$ cat config.mk
export PLATFORM = sky130hd
export DESIGN_NAME = ifetch_queue
export DESIGN_NICKNAME = d
export VERILOG_FILES = /design/src/rtl/ifetch_queue.sv
export SDC_FILE = /design/constraint.sdc
export NUM_CORES = 1
export LEC_CHECK = 0
export CAP_MARGIN = 40
export CORE_MARGIN = 8
export CORE_UTILIZATION = 58
export DETAILED_ROUTE_END_ITERATION = 10
export PLACE_DENSITY = 0.81
export SLEW_MARGIN = 30
export SYNTH_ARGS = -nofsm -noshare
export SYNTH_HDL_FRONTEND = slang
export SYNTH_SLANG_ARGS = --single-unit
$ cat constraint.sdc
create_clock -name clk -period 5.3 [get_ports clk]
set_input_delay 0.795 -clock clk [delete_from_list [all_inputs] [get_ports clk]]
set_output_delay 0.795 -clock clk [all_outputs]
set_load 0.01 [all_outputs]
$ cat src/rtl/ifetch_queue.sv
// Instruction-fetch queue: issues in-order word reads for the current PC, buffers
// returned instructions with their PC for decode, and squashes in-flight work on redirect.
module ifetch_queue #(
  parameter int          DEPTH     = 4,
  parameter logic [31:0] NOP_INSTR = 32'h00000013
) (
  input  logic        clk,
  input  logic        rstn,
  input  logic [31:0] pc,
  output logic        stay,
  input  logic        flush,
  output logic        imem_req_valid,
  input  logic        imem_req_ready,
  output logic [31:0] imem_addr,
  input  logic        imem_rsp_valid,
  input  logic [31:0] imem_rsp_data,
  output logic        dec_valid,
  input  logic        dec_ready,
  output logic [31:0] dec_instr,
  output logic [31:0] dec_pc,
  output logic        dec_misalign
);

  localparam int AW = $clog2(DEPTH);
  localparam int CW = AW + 1;
  localparam logic [CW-1:0] ZERO_C  = CW'(0);
  localparam logic [CW-1:0] ONE_C   = CW'(1);
  localparam logic [CW-1:0] DEPTH_C = CW'(DEPTH);

  typedef enum logic [0:0] {RUN = 1'b0, DRAIN = 1'b1} state_t;

  state_t          state_r, state_n;
  logic [CW-1:0]   out_cnt_r, out_n;
  logic [CW-1:0]   drop_r, drop_n;
  logic [CW-1:0]   q_cnt_r;
  logic [AW-1:0]   q_wr_r, q_rd_r, t_wr_r, t_rd_r;
  logic [31:0]     q_instr_r [DEPTH];
  logic [31:0]     q_pc_r    [DEPTH];
  logic            q_mis_r   [DEPTH];
  logic [31:0]     t_pc_r    [DEPTH];
  logic            dec_valid_r, dec_mis_r;
  logic [31:0]     dec_instr_r, dec_pc_r;

  logic [CW-1:0]   occ_s;
  logic            pop_s, slot_free_s, can_fetch_s, aligned_s;
  logic            fetch_acc_s, mis_acc_s, rsp_take_s, rsp_in_s, clear_s;
  logic            push_s, load_s, fifo_pop_s, push_out_s, push_fifo_s;
  logic [31:0]     push_instr_s, push_pc_s;

  assign imem_addr    = {pc[31:2], 2'b00};
  assign dec_valid    = dec_valid_r;
  assign dec_instr    = dec_instr_r;
  assign dec_pc       = dec_pc_r;
  assign dec_misalign = dec_mis_r;

  // Credit accounting, fetch acceptance and queue routing decisions.
  always_comb begin
    pop_s       = dec_valid_r && dec_ready;
    occ_s       = out_cnt_r + q_cnt_r + CW'(dec_valid_r);
    slot_free_s = (occ_s < DEPTH_C) || ((occ_s == DEPTH_C) && pop_s);
    can_fetch_s = rstn && (state_r == RUN) && slot_free_s && !flush;
    aligned_s   = (pc[1:0] == 2'b00);
    imem_req_valid = can_fetch_s && aligned_s;
    fetch_acc_s = imem_req_valid && imem_req_ready;
    // A misaligned PC bypasses memory, so it must wait until older fetches have returned.
    mis_acc_s   = can_fetch_s && !aligned_s && (out_cnt_r == ZERO_C);
    stay        = !(fetch_acc_s || mis_acc_s);
    rsp_in_s    = imem_rsp_valid && (out_cnt_r != ZERO_C);
    rsp_take_s  = rsp_in_s && (state_r == RUN) && !flush;
    clear_s     = (state_r == RUN) && flush;
    push_s      = rsp_take_s || mis_acc_s;
    if (mis_acc_s) begin
      push_instr_s = NOP_INSTR;
      push_pc_s    = pc;
    end else begin
      push_instr_s = imem_rsp_data;
      push_pc_s    = t_pc_r[t_rd_r];
    end
    load_s      = !dec_valid_r || pop_s;
    fifo_pop_s  = load_s && (q_cnt_r != ZERO_C);
    push_out_s  = push_s && load_s && (q_cnt_r == ZERO_C);
    push_fifo_s = push_s && !push_out_s;
  end

  // FSM next state plus outstanding/drop counter updates.
  always_comb begin
    state_n = state_r;
    out_n   = out_cnt_r;
    drop_n  = drop_r;
    case (state_r)
      RUN: begin
        if (flush) begin
          out_n  = ZERO_C;
          drop_n = out_cnt_r - CW'(rsp_in_s);
          if (drop_n != ZERO_C) state_n = DRAIN;
          else                  state_n = RUN;
        end else begin
          out_n = out_cnt_r + CW'(fetch_acc_s) - CW'(rsp_take_s);
        end
      end
      DRAIN: begin
        if (imem_rsp_valid && (drop_r != ZERO_C)) drop_n = drop_r - ONE_C;
        else                                       drop_n = drop_r;
        if (drop_n == ZERO_C) state_n = RUN;
        else                  state_n = DRAIN;
      end
      default: begin
        state_n = RUN;
        out_n   = ZERO_C;
        drop_n  = ZERO_C;
      end
    endcase
  end

  // FSM state and counter registers.
  always_ff @(posedge clk) begin
    if (!rstn) begin
      state_r   <= RUN;
      out_cnt_r <= ZERO_C;
      drop_r    <= ZERO_C;
    end else begin
      state_r   <= state_n;
      out_cnt_r <= out_n;
      drop_r    <= drop_n;
    end
  end

  // Queue pointers and the registered decode head.
  always_ff @(posedge clk) begin
    if (!rstn) begin
      q_cnt_r     <= ZERO_C;
      q_wr_r      <= AW'(0);
      q_rd_r      <= AW'(0);
      t_wr_r      <= AW'(0);
      t_rd_r      <= AW'(0);
      dec_valid_r <= 1'b0;
      dec_instr_r <= 32'h0000_0000;
      dec_pc_r    <= 32'h0000_0000;
      dec_mis_r   <= 1'b0;
    end else if (clear_s) begin
      q_cnt_r     <= ZERO_C;
      q_wr_r      <= AW'(0);
      q_rd_r      <= AW'(0);
      t_wr_r      <= AW'(0);
      t_rd_r      <= AW'(0);
      dec_valid_r <= 1'b0;
    end else begin
      if (fetch_acc_s) t_wr_r <= t_wr_r + AW'(1);
      if (rsp_take_s)  t_rd_r <= t_rd_r + AW'(1);
      if (push_fifo_s) q_wr_r <= q_wr_r + AW'(1);
      if (fifo_pop_s)  q_rd_r <= q_rd_r + AW'(1);
      q_cnt_r <= q_cnt_r + CW'(push_fifo_s) - CW'(fifo_pop_s);
      // The head register refills from the backlog first, else straight from the new entry.
      if (load_s) begin
        if (q_cnt_r != ZERO_C) begin
          dec_valid_r <= 1'b1;
          dec_instr_r <= q_instr_r[q_rd_r];
          dec_pc_r    <= q_pc_r[q_rd_r];
          dec_mis_r   <= q_mis_r[q_rd_r];
        end else if (push_s) begin
          dec_valid_r <= 1'b1;
          dec_instr_r <= push_instr_s;
          dec_pc_r    <= push_pc_s;
          dec_mis_r   <= mis_acc_s;
        end else begin
          dec_valid_r <= 1'b0;
        end
      end
    end
  end

  // Storage arrays for the PC tag FIFO and the instruction backlog.
  always_ff @(posedge clk) begin
    if (fetch_acc_s) t_pc_r[t_wr_r] <= pc;
    if (push_fifo_s) begin
      q_instr_r[q_wr_r] <= push_instr_s;
      q_pc_r[q_wr_r]    <= push_pc_s;
      q_mis_r[q_wr_r]   <= mis_acc_s;
    end
  end

endmodule

==> results of run 1 <==
## per-layer routing
metal	global-route usage, %	up-vias	wire, um
li1	-	4661	-
met1	29.4	5509	17600
met2	37.3	507	21600
met3	4.84	79	3390
met4	7.16	2	1140
met5	0	-	14
## synth_stat cells (3+ instances only)
master | count | area (um2)
a21o_1 | 33 | 248
a21oi_1 | 37 | 185
a22oi_1 | 30 | 225
and2_1 | 5 | 31.3
and3_1 | 6 | 37.5
buf_2 | 15 | 75.1
buf_4 | 32 | 240
clkbuf_1 | 57 | 214
dfxtp_1 | 88 | 1760
edfxtp_1 | 388 | 11700
fa_1 | 4 | 80.1
ha_1 | 16 | 200
inv_1 | 20 | 75.1
mux2_2 | 29 | 327
mux2_4 | 3 | 45.0
mux4_2 | 97 | 2180
nand2_1 | 42 | 158
nand2b_1 | 3 | 18.8
nand4_1 | 32 | 200
nor2_1 | 23 | 86.3
nor2b_1 | 31 | 194
nor3_1 | 8 | 40.0
o211a_1 | 4 | 40.0
o21ai_0 | 11 | 55.1
o31ai_1 | 62 | 465
or2_2 | 3 | 18.8
xnor2_1 | 6 | 52.6
xor2_1 | 4 | 35.0
## per-stage QoR
stage / instance area [um2] / setup slack (ns)
2_1_floorplan: 19200 / 1.25
3_3_place_gp: 21000 / 1.45
3_5_place_dp: 21200 / 1.36
4_1_cts: 22800 / 0.966
5_1_grt: 22800 / 0.798
6_report: 22800 / 0.983
## power by group
group	switching (mW)	internal [mW]	leakage (nW)	total, mW
combinational	1.18	1.05	2.63	2.23
sequential	0.224	4.37	4.21	4.59
clock	1.39	2.07	0.801	3.45
total	2.80	7.48	7.64	10.3
## worst max-delay path by stage
stage | to | depth (start not counted)
after floorplan | q_instr_r[0][0]$_DFFE_PP_ | 8
after global placement | out_cnt_r[2]$_SDFFE_PN0N_ | 14
after detailed placement | out_cnt_r[2]$_SDFFE_PN0N_ | 14
after CTS | stay | 9
after global routing | stay | 9
final | stay | 9
## final cells by class
cell class / count / share of cell area (%)
multi-input combinational: 512 / 22.8
tap: 442 / 2.42
inverter: 20 / 0.329
clock buffer: 69 / 6.22
timing repair buffer: 189 / 8.48
clock inverter: 19 / 0.991
sequential: 476 / 58.7
## flip-flops by register name, indices dropped and copies added (netlist names), 4 cells and up, named ones only
signal,cells
q_pc_r,128
q_instr_r,128
dec_pc,32
dec_instr,32
q_mis_r,4
t_pc_r,128
## kinds of logic after synthesis
family                   after synthesis
flip-flops                           476
AO/OA/AOI/OAI                        186
AND/OR/NAND/NOR                      162
multiplexers                         131
buffers and inverters                128
adder cells (fa/ha/maj)               20
XOR/XNOR                              11
other                                  1
==> results.md, run 1 <==
* Via Count at 10800
* Fin crit share at 81.5%
* Reg-to-reg critical path endpoint: out_cnt_r[2]$_SDFFE_PN0N_
* Hold_buf cts at 0
* Gp weighted congestion at 0.745
* Worst R2R Path Depth at 17
* R2R setup slack at 1.36 ns
* Worst Skew at 0.0102 ns
* Post-route minimum period at 4.32 ns
* Ys async rst share at 0%
* Pins over their slew limit at 0
* Layout Area Growth over Synthesis at 19.0%
* Reg2Reg Launch Point: out_cnt_r[0]$_SDFFE_PN0N_
* CTS max path bufs at 3
* Unrepaired setup endpoints after global routing: no
* Total power at 10.3 mW
* Cts repair resizes at 0
* Worst-Skew Late Latency at 0.55 ns
* Synth Cell Area at 19200 um2
* Initial core utilization at 59.0%
* Final Util at 70.2%
* # Max-Cap Violations at 0
* Worst Max-Slew Pin Slew at 0.850 ns
* FP Rows at 66
* Leakage dissipation at 7.64 nW
* Postcts setup bufs at 0
* Crit Path Class: register to primary output
* Initial antenna violation count at 2
* CTS buffer count at 47
* Startpoint of the worst hold path: dec_instr[1]$_SDFFE_PN0P_
* Slowest CP cell: clkdlybuf4s50_1
* Post-synth EDFFs at 388
* Sequential area share after synthesis at 69.9%
* First-pass GRT wire length at 67500 um
* Core area at 32500 um2
* Max Fclk at 232 MHz
* Final ANT Viol Nets at 0
* Ys flop type: edfxtp_1
* Fillers at 2072
* H-tree Lvls at 2
* Die span in x at 198 um
* Critical Path AT at 3.52 ns
* Storage cell area at 13400 um2
* Clock Pin Slew Worst Setup and Hold Paths at 0.07 ns
* WP buf/inv at 3
* Maximum VDD drop at 0.000292 V
* Status: finished clean
* WHS Endpoint: dec_instr[1]$_SDFFE_PN0P_
* Largest stage delay, worst path at 0.50 ns
* Synthesized flop and latch total at 476
* CP Max Fanout at 8
* Cells after DPL at 1639
* Most common cell after layout, fill and taps aside: edfxtp_1
* Synth Area in Compound Gates at 6.78%
* Relative slew slack at 43.3%
* Main combinational cell family by area after synthesis: multiplexers
* Fin Hold WS at 0.525 ns
* Count of input and output buffers at 167
* First-pass DRT Iterations at 5
* Remaining DRCs at 0
* Syn Area/Cell at 17.2 um2
* Ant diodes at 0
* Hold Crit Class: register to register
* Startpoint Class: register
* Final-stage net count at 1336
* Synth cell types at 46
* Non-Filler Instances at 1727
* Share of cells above drive strength 1 at 19.6%
* Post-Synth XOR/XNOR Area at 0.574%
* Area of the multi-input gates at 5210 um2
* CTS tree: built
* Top Ports at 170
* DR vias/cell at 6.23
* Final Setup Violations at 0
* TritonCTS sink count at 476
* CP top delay family: simple AND/OR/NAND/NOR gates
* Clk root buf: clkbuf_16
* Synth Area in Adders at 1.46%
* GR Overflow Total at 0
* Final HPWL from detailed placement at 25000 um
* Synth Warn # at 0
* Largest net degree at the start of global routing at 74
* Pwr Density at 450 nW/um2
* Crit-path cells: inv_1 > fa_1 > inv_1 > fa_1 > and4b_1 > o211a_1 > and3_1 > nor2_1 > clkdlybuf4s50_1
* Synth Area in Simple Gates at 4.57%
* Worst Path Required at 4.51 ns
* Setup TNS at 0 ns
* GRT Total Usage at 22.5%
* Most frequent cells in the layout: edfxtp_1 (388), clkdlybuf4s50_1 (166), mux4_2 (97)
* Worst Setup SP: out_cnt_r[0]$_SDFFE_PN0N_
* Cells on Worst Hold Path at 1
* Worst Setup End Kind: primary output
* Vias in the first global route at 11400
* Die height at 198 um
* Die footprint at 39200 um2
* Hold Fails Final Rpt at 0
* Cells after Synth at 1115
* Iteration-0 DRC Markers at 974
* Wire per inst at 25.3 um
* Fraction of synthesized area in multiplexers at 13.4%
* Post-Route WL at 43800 um
Power figures use the tool's default switching activity.
==> run 2, diff against run 1 <==
--- a/config.mk
+++ b/config.mk
@@ -7,9 +7,9 @@
 export LEC_CHECK = 0
 export CAP_MARGIN = 40
 export CORE_MARGIN = 8
-export CORE_UTILIZATION = 58
+export CORE_UTILIZATION = 52
 export DETAILED_ROUTE_END_ITERATION = 10
-export PLACE_DENSITY = 0.81
+export PLACE_DENSITY = 0.77
 export SLEW_MARGIN = 30
 export SYNTH_ARGS = -nofsm -noshare
 export SYNTH_HDL_FRONTEND = slang
==> constraint.sdc (replaced) <==
create_clock -name clk -period 3.9 [get_ports clk]
set_input_delay 0.585 -clock clk [delete_from_list [all_inputs] [get_ports clk]]
set_output_delay 0.585 -clock clk [all_outputs]
set_load 0.01 [all_outputs]
==> results.md, run 2 (same netlist as run 1, synthesis figures left out) <==
* Status: finished clean (unchanged)
* Core area at 36500 um2 (was 32500 um2)
* # Max-Cap Violations at 0 (unchanged)
* GR Overflow Total at 0 (unchanged)
* Die footprint at 43300 um2 (was 39200 um2)
* Fillers at 2548 (was 2072)
* Max Fclk at 272 MHz
* Initial antenna violation count at 0 (was 2)
* Reg2Reg Launch Point: dec_valid$_SDFFE_PP0N_ (was out_cnt_r[0]$_SDFFE_PN0N_)
* Clock Pin Slew Worst Setup and Hold Paths at 0.06 ns (was 0.07 ns)
* Post-Route WL at 43300 um (was 43800 um)
* Fin Hold WS at 0.528 ns (was 0.525 ns)
* Maximum VDD drop at 0.000363 V (was 0.000292 V)
* Total power at 13.8 mW (was 10.3 mW)
* CTS tree: built (unchanged)
* FP Rows at 70 (was 66)
* Relative slew slack at 54.3% (was 43.3%)
* Wire per inst at 24.5 um (was 25.3 um)
* Count of input and output buffers at 167 (unchanged)
* Hold Fails Final Rpt at 0 (unchanged)
* Pwr Density at 601 nW/um2 (was 450 nW/um2)
* R2R setup slack at 0.30 ns (was 1.36 ns)
* TritonCTS sink count at 476 (unchanged)
* Most frequent cells in the layout: edfxtp_1 (388), clkdlybuf4s50_1 (164), mux4_2 (97) (was edfxtp_1 (388), clkdlybuf4s50_1 (166), mux4_2 (97))
* Final Setup Violations at 0 (unchanged)
* Final-stage net count at 1354 (was 1336)
* Worst R2R Path Depth at 17 (unchanged)
* Clk root buf: clkbuf_16 (unchanged)
* Remaining DRCs at 0 (unchanged)
* Worst Skew at 0.0205 ns (was 0.0102 ns)
* Unrepaired setup endpoints after global routing: no (unchanged)
* Final HPWL from detailed placement at 25200 um (was 25000 um)
* Critical Path AT at 3.09 ns (was 3.52 ns)
* Worst Setup End Kind: primary output (unchanged)
* Non-Filler Instances at 1770 (was 1727)
* Worst-Skew Late Latency at 0.57 ns (was 0.55 ns)
* Vias in the first global route at 11300 (was 11400)
* H-tree Lvls at 2 (unchanged)
* Startpoint Class: register (unchanged)
* Postcts setup bufs at 0 (unchanged)
* First-pass GRT wire length at 66900 um (was 67500 um)
* Regs by FF count: q_instr_r x128, q_pc_r x128, t_pc_r x128 (unchanged)
* Post-route minimum period at 3.68 ns
* Via Count at 10600 (was 10800)
* Final ANT Viol Nets at 0 (unchanged)
* CTS buffer count at 48 (was 47)
* Die span in x at 208 um (was 198 um)
* Hold Crit Class: register to register (unchanged)
* Initial core utilization at 52.6% (was 59.0%)
* Leakage dissipation at 7.70 nW (was 7.64 nW)
* Die height at 208 um (was 198 um)
* Share of cells above drive strength 1 at 20.7% (was 19.6%)
* CP Max Fanout at 7 (was 8)
* Cells on Worst Hold Path at 2 (was 1)
* Reg-to-reg critical path endpoint: out_cnt_r[2]$_SDFFE_PN0N_ (unchanged)
* Hold_buf cts at 0 (unchanged)
* Layout Area Growth over Synthesis at 19.7% (was 19.0%)
* Iteration-0 DRC Markers at 818 (was 974)
* Worst Path Required at 3.31 ns (was 4.51 ns)
* Setup TNS at 0 ns (unchanged)
* Top Ports at 170 (unchanged)
* Gp weighted congestion at 0.734 (was 0.745)
* Worst Max-Slew Pin Slew at 0.686 ns (was 0.850 ns)
* Pins over their slew limit at 0 (unchanged)
* Crit Path Class: register to primary output (unchanged)
* Cells after DPL at 1682 (was 1639)
* Most common cell after layout, fill and taps aside: edfxtp_1 (unchanged)
* Largest net degree at the start of global routing at 69 (was 74)
* Fin crit share at 94.3%
* WHS Endpoint: q_rd_r[1]$_SDFFE_PP0P_ (was dec_instr[1]$_SDFFE_PN0P_)
* Ant diodes at 0 (unchanged)
* Startpoint of the worst hold path: q_rd_r[1]$_SDFFE_PP0P_ (was dec_instr[1]$_SDFFE_PN0P_)
* CTS max path bufs at 3 (unchanged)
* Final Util at 62.9% (was 70.2%)
* DR vias/cell at 6.01 (was 6.23)
* First-pass DRT Iterations at 6 (was 5)
* GRT Total Usage at 19.9% (was 22.5%)
-- run 2: timing repair --
action,4_1_cts,5_1_grt
resized for setup,2,4
setup endpoints to repair,2,2
cloned,0,0
-- run 2: layout make-up --
cell class / count / area [um2] / area share (%)
inverter: 20 / 75.1 / 0.327
timing repair buffer: 206 / 2120 / 9.21
multi-input combinational: 512 / 5220 / 22.7
clock buffer: 64 / 1290 / 5.62
clock inverter: 24 / 265 / 1.15
sequential: 476 / 13400 / 58.4
tap: 468 / 586 / 2.55
-- run 2: per-layer routing --
| layer | wire [um] | vias up | GRT usage [%] |
|---|---|---|---|
| met3 | 3300 | 83 | 4.36 |
| met5 | 0 | - | 0 |
| li1 | - | 4696 | - |
| met4 | 1150 | 0 | 6.83 |
| met2 | 21200 | 418 | 33.1 |
| met1 | 17700 | 5438 | 25.7 |
-- run 2: how the worst max path moves through the flow --
stage                               from                   endpoint  slack [ns]  cells past startpoint
3_3_place_gp   out_cnt_r[0]$_SDFFE_PN0N_  out_cnt_r[2]$_SDFFE_PN0N_        0.27                     17
6_report          dec_valid$_SDFFE_PP0N_                       stay        0.22                     10
2_1_floorplan     dec_valid$_SDFFE_PP0N_  out_cnt_r[2]$_SDFFE_PN0N_        0.18                     18
3_5_place_dp   out_cnt_r[0]$_SDFFE_PN0N_  out_cnt_r[2]$_SDFFE_PN0N_        0.17                     17
4_1_cts        out_cnt_r[0]$_SDFFE_PN0N_                       stay        0.02                     10
5_1_grt           dec_valid$_SDFFE_PP0N_  out_cnt_r[2]$_SDFFE_PN0N_        0.05                     17
-- run 2: report_power, final --
| group | total, mW | switching, mW | internal [mW] | leakage (nW) |
|---|---|---|---|---|
| registers | 6.22 | 0.287 | 5.93 | 4.22 |
| logic | 3.07 | 1.61 | 1.46 | 2.72 |
| clock network | 4.52 | 1.86 | 2.66 | 0.765 |
-- run 2: stage by stage --
stage | setup slack, ns | area [um2]
3_5_place_dp | 0.173 | 21400
2_1_floorplan | 0.181 | 19200
5_1_grt | 0.0499 | 23000
4_1_cts | 0.0183 | 23000
3_3_place_gp | 0.274 | 21400
6_report | 0.221 | 23000
-- run 2: critical path, cell delays in order, from the launching register on --
cell           delay (ns)
dfxtp_2              0.35
inv_1                0.06
fa_1                 0.40
inv_1                0.08
fa_1                 0.40
and4b_2              0.33
o211a_4              0.21
and3_1               0.18
buf_4                0.15
nor2_1               0.06
dlygate4sd2_1        0.29
